### src/rtl/data_mem_ctrl_if.sv
// data_mem_ctrl_if: groups the MEM-stage request/response signals and the
// RAM port of the data-memory controller into one bundle.
//   Pipeline side : mem_en, mem_ren, mem_wen, mem_addr, mem_dout -> controller
//                   mem_din, mem_stall, mem_err                  <- controller
//   RAM side      : ram_en, ram_we, ram_addr, ram_wdata          <- controller
//                   ram_rdata                                    -> controller
// modport slave  : the controller's view.
// modport master : the environment's view (pipeline plus RAM).
interface data_mem_ctrl_if #(
    parameter int ADDR_WIDTH = 10
);
    logic                  mem_en;
    logic                  mem_ren;
    logic                  mem_wen;
    logic [31:0]           mem_addr;
    logic [31:0]           mem_dout;
    logic [31:0]           mem_din;
    logic                  mem_stall;
    logic                  mem_err;
    logic                  ram_en;
    logic                  ram_we;
    logic [ADDR_WIDTH-1:0] ram_addr;
    logic [31:0]           ram_wdata;
    logic [31:0]           ram_rdata;

    modport master (
        output mem_en, mem_ren, mem_wen, mem_addr, mem_dout, ram_rdata,
        input  mem_din, mem_stall, mem_err, ram_en, ram_we, ram_addr, ram_wdata
    );

    modport slave (
        input  mem_en, mem_ren, mem_wen, mem_addr, mem_dout, ram_rdata,
        output mem_din, mem_stall, mem_err, ram_en, ram_we, ram_addr, ram_wdata
    );
endinterface

### src/rtl/data_mem_ctrl.sv
// data_mem_ctrl: data-memory controller behind the MEM stage of a 5-stage
// MIPS pipeline. Turns a MEM-stage load/store into a single strobe on a
// synchronous word-addressed RAM with a fixed read latency, stalls the
// pipeline until the access completes, and rejects misaligned,
// out-of-range or read+write requests with a one-cycle mem_err pulse.
// Ports:
//   clk  - rising-edge clock
//   rst  - synchronous active-high reset
//   bus  - data_mem_ctrl_if.slave (pipeline request/response + RAM port)
// Parameters:
//   ADDR_WIDTH - RAM word-address width (must match the interface)
//   RAM_LAT    - RAM read latency in cycles, 1..4
module data_mem_ctrl #(
    parameter int ADDR_WIDTH = 10,
    parameter int RAM_LAT    = 1
) (
    input logic            clk,
    input logic            rst,
    data_mem_ctrl_if.slave bus
);
    typedef enum logic [1:0] {S_IDLE, S_WAIT, S_DONE} state_t;

    state_t      state;
    logic [2:0]  cnt;
    logic [31:0] rdata_q;

    logic req;
    logic bad;
    logic good;

    always_comb begin
        req  = bus.mem_ren | bus.mem_wen;
        // Upper bits are checked with a shift so a full-width RAM needs no
        // zero-width slice.
        bad  = (bus.mem_addr[1:0] != 2'b00)
             || ((bus.mem_addr >> (ADDR_WIDTH + 2)) != 32'd0)
             || (bus.mem_ren & bus.mem_wen);
        // Requests are only accepted in IDLE; the one still presented in
        // WAIT/DONE is the access already in flight.
        good = (state == S_IDLE) && req && !bad && !rst;
    end

    // Outputs are gated by rst so everything reads 0 while reset is held,
    // even though the state register only clears on the edge.
    assign bus.ram_en    = good;
    assign bus.ram_we    = good & bus.mem_wen;
    assign bus.ram_addr  = bus.mem_addr[ADDR_WIDTH+1:2];
    assign bus.ram_wdata = bus.mem_dout;
    assign bus.mem_err   = (state == S_IDLE) && req && bad && !rst;
    assign bus.mem_stall = good | ((state == S_WAIT) && !rst);
    assign bus.mem_din   = ((state == S_DONE) && !rst) ? rdata_q : 32'd0;

    always_ff @(posedge clk) begin
        if (rst) begin
            state   <= S_IDLE;
            cnt     <= 3'd0;
            rdata_q <= 32'd0;
        end else begin
            case (state)
                S_IDLE: begin
                    if (good) begin
                        if (bus.mem_wen) begin
                            rdata_q <= 32'd0;
                            state   <= S_DONE;
                        end else begin
                            // Data lands RAM_LAT cycles after the strobe;
                            // WAIT lasts exactly that long.
                            cnt   <= 3'(RAM_LAT);
                            state <= S_WAIT;
                        end
                    end
                end
                S_WAIT: begin
                    cnt <= cnt - 3'd1;
                    if (cnt == 3'd1) begin
                        rdata_q <= bus.ram_rdata;
                        state   <= S_DONE;
                    end
                end
                S_DONE: begin
                    // Another stall source may hold the pipeline; keep the
                    // result until the MEM stage actually advances.
                    if (bus.mem_en) begin
                        state <= S_IDLE;
                    end
                end
                default: state <= S_IDLE;
            endcase
        end
    end
endmodule

### src/flat_wrapper.sv
// flat-port wrapper written by rule: the top's interface ports become plain ports
module data_mem_ctrl_flat 
#(
    parameter int ADDR_WIDTH = 10,
    parameter int RAM_LAT    = 1
)
  (clk, rst, bus_mem_en, bus_mem_ren, bus_mem_wen, bus_mem_addr, bus_mem_dout, bus_ram_rdata, bus_mem_din, bus_mem_stall, bus_mem_err, bus_ram_en, bus_ram_we, bus_ram_addr, bus_ram_wdata);
  data_mem_ctrl_if #(.ADDR_WIDTH(ADDR_WIDTH)) bus_i ();
  input logic clk;
  input logic rst;
  input wire logic [$bits(bus_i.mem_en)-1:0] bus_mem_en;
  input wire logic [$bits(bus_i.mem_ren)-1:0] bus_mem_ren;
  input wire logic [$bits(bus_i.mem_wen)-1:0] bus_mem_wen;
  input wire logic [$bits(bus_i.mem_addr)-1:0] bus_mem_addr;
  input wire logic [$bits(bus_i.mem_dout)-1:0] bus_mem_dout;
  input wire logic [$bits(bus_i.ram_rdata)-1:0] bus_ram_rdata;
  output wire logic [$bits(bus_i.mem_din)-1:0] bus_mem_din;
  output wire logic [$bits(bus_i.mem_stall)-1:0] bus_mem_stall;
  output wire logic [$bits(bus_i.mem_err)-1:0] bus_mem_err;
  output wire logic [$bits(bus_i.ram_en)-1:0] bus_ram_en;
  output wire logic [$bits(bus_i.ram_we)-1:0] bus_ram_we;
  output wire logic [$bits(bus_i.ram_addr)-1:0] bus_ram_addr;
  output wire logic [$bits(bus_i.ram_wdata)-1:0] bus_ram_wdata;
  assign bus_i.mem_en = bus_mem_en;
  assign bus_i.mem_ren = bus_mem_ren;
  assign bus_i.mem_wen = bus_mem_wen;
  assign bus_i.mem_addr = bus_mem_addr;
  assign bus_i.mem_dout = bus_mem_dout;
  assign bus_i.ram_rdata = bus_ram_rdata;
  assign bus_mem_din = bus_i.mem_din;
  assign bus_mem_stall = bus_i.mem_stall;
  assign bus_mem_err = bus_i.mem_err;
  assign bus_ram_en = bus_i.ram_en;
  assign bus_ram_we = bus_i.ram_we;
  assign bus_ram_addr = bus_i.ram_addr;
  assign bus_ram_wdata = bus_i.ram_wdata;
  data_mem_ctrl #(.ADDR_WIDTH(ADDR_WIDTH), .RAM_LAT(RAM_LAT)) u_core (.clk(clk), .rst(rst), .bus(bus_i));
endmodule
### config.mk
export PLATFORM = sky130hd
export DESIGN_NAME = data_mem_ctrl_flat
export DESIGN_NICKNAME = d
export VERILOG_FILES = /design/src/rtl/data_mem_ctrl_if.sv /design/src/rtl/data_mem_ctrl.sv /design/src/flat_wrapper.sv
export SDC_FILE = /design/constraint.sdc
export NUM_CORES = 1
export LEC_CHECK = 0
export BUFFER_PORTS_ARGS = -buffer_cell sky130_fd_sc_hd__buf_2
export CAP_MARGIN = 0
export CELL_PAD_IN_SITES_DETAIL_PLACEMENT = 1
export CELL_PAD_IN_SITES_GLOBAL_PLACEMENT = 1
export CORE_MARGIN = 4
export CORE_UTILIZATION = 27
export CTS_CLUSTER_SIZE = 14
export DETAILED_ROUTE_END_ITERATION = 10
export HOLD_SLACK_MARGIN = 0.05
export MAX_ROUTING_LAYER = met4
export PLACE_DENSITY_LB_ADDON = 0.1
export SYNTH_ARGS = -nofsm -noshare
export SYNTH_HDL_FRONTEND = slang
export SYNTH_SLANG_ARGS = --single-unit
export TNS_END_PERCENT = 5
### constraint.sdc
create_clock -name clk -period 2.05 [get_ports clk]
set_input_delay 0.205 -clock clk [delete_from_list [all_inputs] [get_ports clk]]
set_output_delay 0.205 -clock clk [all_outputs]
set_load 0.02 [all_outputs]
# Word-level counts from Yosys, hierarchy flattened
# Cells that the tools add are included.
[word_totals] regBits=37 input_bits=101 output_inout_bits=78 elab_cells=47
[op_classes] add_sub_neg=1 eq_ne=8 mux=13 bitwise_logic=4 n_reduce_logical=18
[ops] cell="2-to-1 mux 32 bit" count=4
[ops] cell="case mux 32 bit (2 select lines)" count=1
[ops] cell="nonzero test 32 bit" count=1
[ops] cell="2-to-1 mux 2 bit" count=4
[ops] cell="inequality test 2 bit (second input constant)" count=4
[ops] cell="logical AND 1 bit" count=7
[ops] cell="2-to-1 mux 3 bit" count=2
[ops] cell="case mux 2 bit (3 select lines)" count=1
[ops] cell="case mux 3 bit (2 select lines)" count=1
[ops] cell="AND reduction 3 bit" count=2
[ops] cell="AND reduction 4 bit" count=1
[ops] cell="nonzero test 2 bit" count=2
[ops] cell="== test 3 x 1 -> 1 bit (second input constant)" count=1
[ops] cell="subtractor 3 x 1 -> 3 bit (second input constant)" count=1
[ops] cell="AND 1 bit" count=2
[ops] cell="== test 2 x 1 -> 1 bit (second input constant)" count=1
[ops] cell="== test 2 bit (second input constant)" count=1
[ops] cell="zero test 1 bit" count=2
[ops] cell="zero test 2 bit" count=1
[ops] cell="logical OR 1 bit" count=2
[ops] cell="inequality test 2 x 1 -> 1 bit (second input constant)" count=1
[ops] cell="bitwise OR 1 bit" count=2

# Depth between registers and ports, before layout
[depth] depth_word=8 ltp_mapped=7 mapped_depth_nobuf=6

# Least setup slack after synthesis
# No wires, ideal clock.
[synth_timing] path_type="flip-flop to output port" start="register u_core.state[1]" end="output port bus_ram_we" arrival_ns=1.536 required_time_ns=1.845 path_slack_ns=0.309 path_stages_with_launch=7 n_path_buf=1 cell_sequence="dfxtp_1 buf_2 nor3_1 o21ai_1 or3_4 inv_2 and2_1"
[synth_between] elab_chain_cells=5
[synth_lines] item="start: declaration" line="data_mem_ctrl.sv:23" source="state_t state;"
[synth_lines] item="start signal: assignment" line="data_mem_ctrl.sv:55" source="state <= S_IDLE;"
[synth_lines] item="start signal: assignment" line="data_mem_ctrl.sv:64" source="state <= S_DONE;"
[synth_lines] item="start signal: assignment" line="data_mem_ctrl.sv:69" source="state <= S_WAIT;"
[synth_lines] item="zero test 2 bit" line="data_mem_ctrl.sv:40" source="good = (state == S_IDLE) && req && !bad && !rst;"
[synth_lines] item="logical AND 1 bit (3 in series)" line="data_mem_ctrl.sv:40"
[synth_lines] item="net bus_ram_en" line="flat_wrapper.sv:20" source="output wire logic [$bits(bus_i.ram_en)-1:0] bus_ram_en;"
[synth_lines] item="AND 1 bit" line="data_mem_ctrl.sv:46" source="assign bus.ram_we = good & bus.mem_wen;"
[synth_lines] item="end: declaration" line="flat_wrapper.sv:21" source="output wire logic [$bits(bus_i.ram_we)-1:0] bus_ram_we;"
# The timed path passes the listed nets, and every way through them passes these cells.

# Worst setup path in the final report
[layout_timing] start="register u_core.state[1]" end="output port bus_ram_we"
[layout_between] elab_chain_cells=5
[layout_lines] item="zero test 2 bit" line="data_mem_ctrl.sv:40"
[layout_lines] item="logical AND 1 bit (3 in series)" line="data_mem_ctrl.sv:40"
[layout_lines] item="AND 1 bit" line="data_mem_ctrl.sv:46"
# Every way passes these cells.

==> metrics.md <==
| Metric | Value |
|---|---|
| Most common cell in the netlist | `buf_4` |
| Most frequent CP cell | `buf_4` |
| Reg-to-reg startpoint | `u_core.cnt[1]$_SDFFE_PP0P_` |
| N_diodes | `0` |
| Power, Total | `1.38 mW` |
| RSZ-0062 raised after global routing | `true` |
| Die Span X | `101 um` |
| Failing checks | `setup timing` |
| Final period util | `101%` |
| Worst Hold Class | `primary input to flop` |
| Top_reg_cell synth | `dfxtp_1` |
| CP Launch Type | `flop` |
| Residual DRC | `0` |
| Clock Sinks | `37` |
| Die area | `10300 um2` |
| Max-cap violations | `0` |
| Synth Instances | `267` |
| Warnings from Yosys | `0` |
| Distinct cells, synth | `39` |
| Compound-Gate Fraction of Synth Area | `28.0%` |
| Largest family of logic cells by synthesized area | `compound AO/OA/AOI/OAI gates` |
| # placed instances | `424` |
| Sequential fraction of the synthesis area | `31.4%` |
| Post-synth top cells | `42 x buf_4, 37 x dfxtp_1, 37 x inv_1` |
| Post-Syn Area | `2360 um2` |
| Crit path kind | `flop to primary output` |
| Flops & latches, synth | `37` |
| Mux cell area share after synthesis | `0%` |
| Setup TNS | `-19.0 ps` |
| Clock buffer count from CTS | `5` |
| Number of global-route vias before repair | `2029` |
| Synth Area in XOR/XNOR | `0%` |
| Largest net degree at the start of global routing | `24` |
| First-pass GRT wire length | `9570 um` |
| Hold WS | `149 ps` |
| Crit path cell chain | `buf_4 -> nor3_4 -> o21ai_2 -> or3_4 -> inv_2 -> and2_1 -> buf_4` |
| Total GRT Usage | `12.0%` |
| Congestion Overflow GR | `0` |
| Synth top area share | `31.4%` |
| Worst path required time | `1850 ps` |
| Antenna violations before repair | `0` |
| Wire per inst | `14.4 um` |
| Area grow syn2layout | `19.6%` |
| Hold path depth | `3` |
| Crit-path max cell delay | `420 ps` |
| CP arrival | `1860 ps` |
| Power per cell area | `489 nW/um2` |
| Fmax | `483 MHz` |
| Slew HR | `41.1%` |
| Row count | `33` |
| Crit-path max FO | `8` |
| Num ports | `179` |
| Final clock skew | `4.48 ps` |
| Vias after detailed routing | `1991` |
| Post-layout net count | `430` |
| Setup crit start | `u_core.state[1]$_SDFFE_PP0P_` |
| CTS Hold Buffers Added | `0` |
| Worst R2R End | `u_core.rdata_q[3]$_SDFFE_PP0P_` |
| CTS root buf | `clkbuf_8` |
| Setup Viol. Count Final | `1` |
| Post-Synth Adder-Cell Area | `1.06%` |
| Async S/R FF share, synth | `0%` |
| Leak pwr | `1.21 nW` |
| Tmin final | `2070 ps` |
| Dpl hpwl | `4560 um` |
| CTS max path bufs | `2` |
| Maximum VDD drop | `181 uV` |
| CTS tree | `built` |
| Top post-synthesis cells by area | `dfxtp_1 31%, buf_4 13%, o21ai_2 11%, a22oi_1 10%, and2_1 8.8%` |
| Slew Limit Fails | `0` |
| Crit end category | `primary output` |
| DRT iter0 DRCs | `34` |
| Slowest CP cell | `or3_4` |
| Router iterations before antenna repair | `4` |
| Post-CTS Setup Bufs | `0` |
| Hold EP | `u_core.rdata_q[30]$_SDFFE_PP0P_` |
| Drt via density | `4.61` |
| Final WL | `6230 um` |
| Yosys top cell by area | `dfxtp_1` |
| Syn nets | `370` |
| Design area | `2820 um2` |
| Core area | `8340 um2` |
| Final instance count without filler cells | `432` |
| Clock Latency Late Sink | `290 ps` |
| Post-synth EDFFs | `0` |
| Ratio of cells with drive above 1 in the final layout | `48.6%` |
| Hold path start | `bus_ram_rdata[30]` |
| Simple-Gate Fraction of Synth Area | `16.5%` |
| R2R depth | `6` |
| Detail Route Antenna Nets | `0` |
| H-tree depth | `2` |
| Worst-margin pin slew | `880 ps` |
| Clock-pin slew on the worst setup and hold paths | `80 ps` |
| Hold Fails Final Rpt | `0` |
| Placed standard-cell area | `2690 um2` |
| Worst R2R Setup Slack | `160 ps` |
| Status | `finished, violations left` |
| GPL Wtd Cong | `0.694` |
| Syn Area/Cell | `8.82 um2` |
| Port bufs | `94` |
| Die H | `101 um` |
| Starting Density | `28.2%` |
| Final worst setup slack | `-19.0 ps` |
layout by cell type, fill, tap and decap left out, types with 2 or more instances in the layout:
master | netlist | layout
nor4_1 | 2 | 2
o21ai_2 | 30 | 31
buf_2 | 8 | 92
a211oi_1 | 2 | 2
a22oi_1 | 32 | 32
ha_1 | 2 | 2
o22ai_1 | 2 | 2
nor4_2 | 3 | 3
dfxtp_1 | 37 | 36
o21ai_0 | 3 | 3
buf_4 | 42 | 13
inv_1 | 37 | 37
a21oi_1 | 3 | 3
nor2_1 | 3 | 3
clkbuf_8 | 0 | 6
buf_12 | 0 | 2
and2_1 | 33 | 33
routing by layer:
metal / GRT usage [%] / share of wire [%] / vias up
met5: - / 0 / -
met4: 3.78 / 1.1 / 0
met3: 3.51 / 7.9 / 11
met2: 19.5 / 47 / 87
met1: 14.4 / 44 / 912
li1: - / - / 981
cells by family (layout without fill, tap and decap cells):
kind of cell	after synthesis	after routing
AO/OA/AOI/OAI	79	79
adder cells (fa/ha/maj)	2	2
buffers and inverters	94	153
flip-flops	37	37
AND/OR/NAND/NOR	55	56
flip-flops by register name, indices dropped and copies added, names as in the netlist:
signal          cells
u_core.rdata_q     32
u_core.cnt          3
u_core.state        2
repair_timing:
item / CTS / global route
gates cloned: 0 / 1
setup endpoints to repair: 13 / 35
resized for setup: 6 / 1
metrics by stage:
step | worst slack [ps] | utilization, %
global placement | -111 | 32.3
CTS | -88.6 | 33.6
finish | -19.0 | 33.8
floorplan | 309 | -
detailed placement | -139 | 32.3
global route | -128 | 33.8
power by group:
group	internal (mW)	switching, mW	total, mW	leakage [nW]
Combinational	0.0633	0.0694	0.133	0.865
Sequential	0.718	0.000000112	0.718	0.298
Clock	0.267	0.260	0.527	0.0443
cell type report:
type	instances	area [um2]
fill	1003	5520
multi-input combinational	137	1110
sequential	37	742
timing repair buffer	108	609
inverter	38	143
tap	105	131
clock buffer	7	86.3
worst max-delay path: cells and delay by family, from the launching register on:
kind	cells	cell delay, ps
buf+inv	3	390
compound gates	1	110
simple gates	3	730
flops	1	360
worst max-delay path by stage:
stage                                                  to  slack (ps)  depth (start not counted)
after CTS                 u_core.rdata_q[27]$_SDFFE_PP0P_         -90                          7
after detailed placement  u_core.rdata_q[27]$_SDFFE_PP0P_        -140                          7
after floorplan                                bus_ram_we         310                          6
after global placement    u_core.rdata_q[12]$_SDFFE_PP0P_        -110                          7
final                                          bus_ram_we         -20                          7
after global routing                           bus_ram_we        -130                          7
Note: power is estimated with default switching activity, not from simulation.
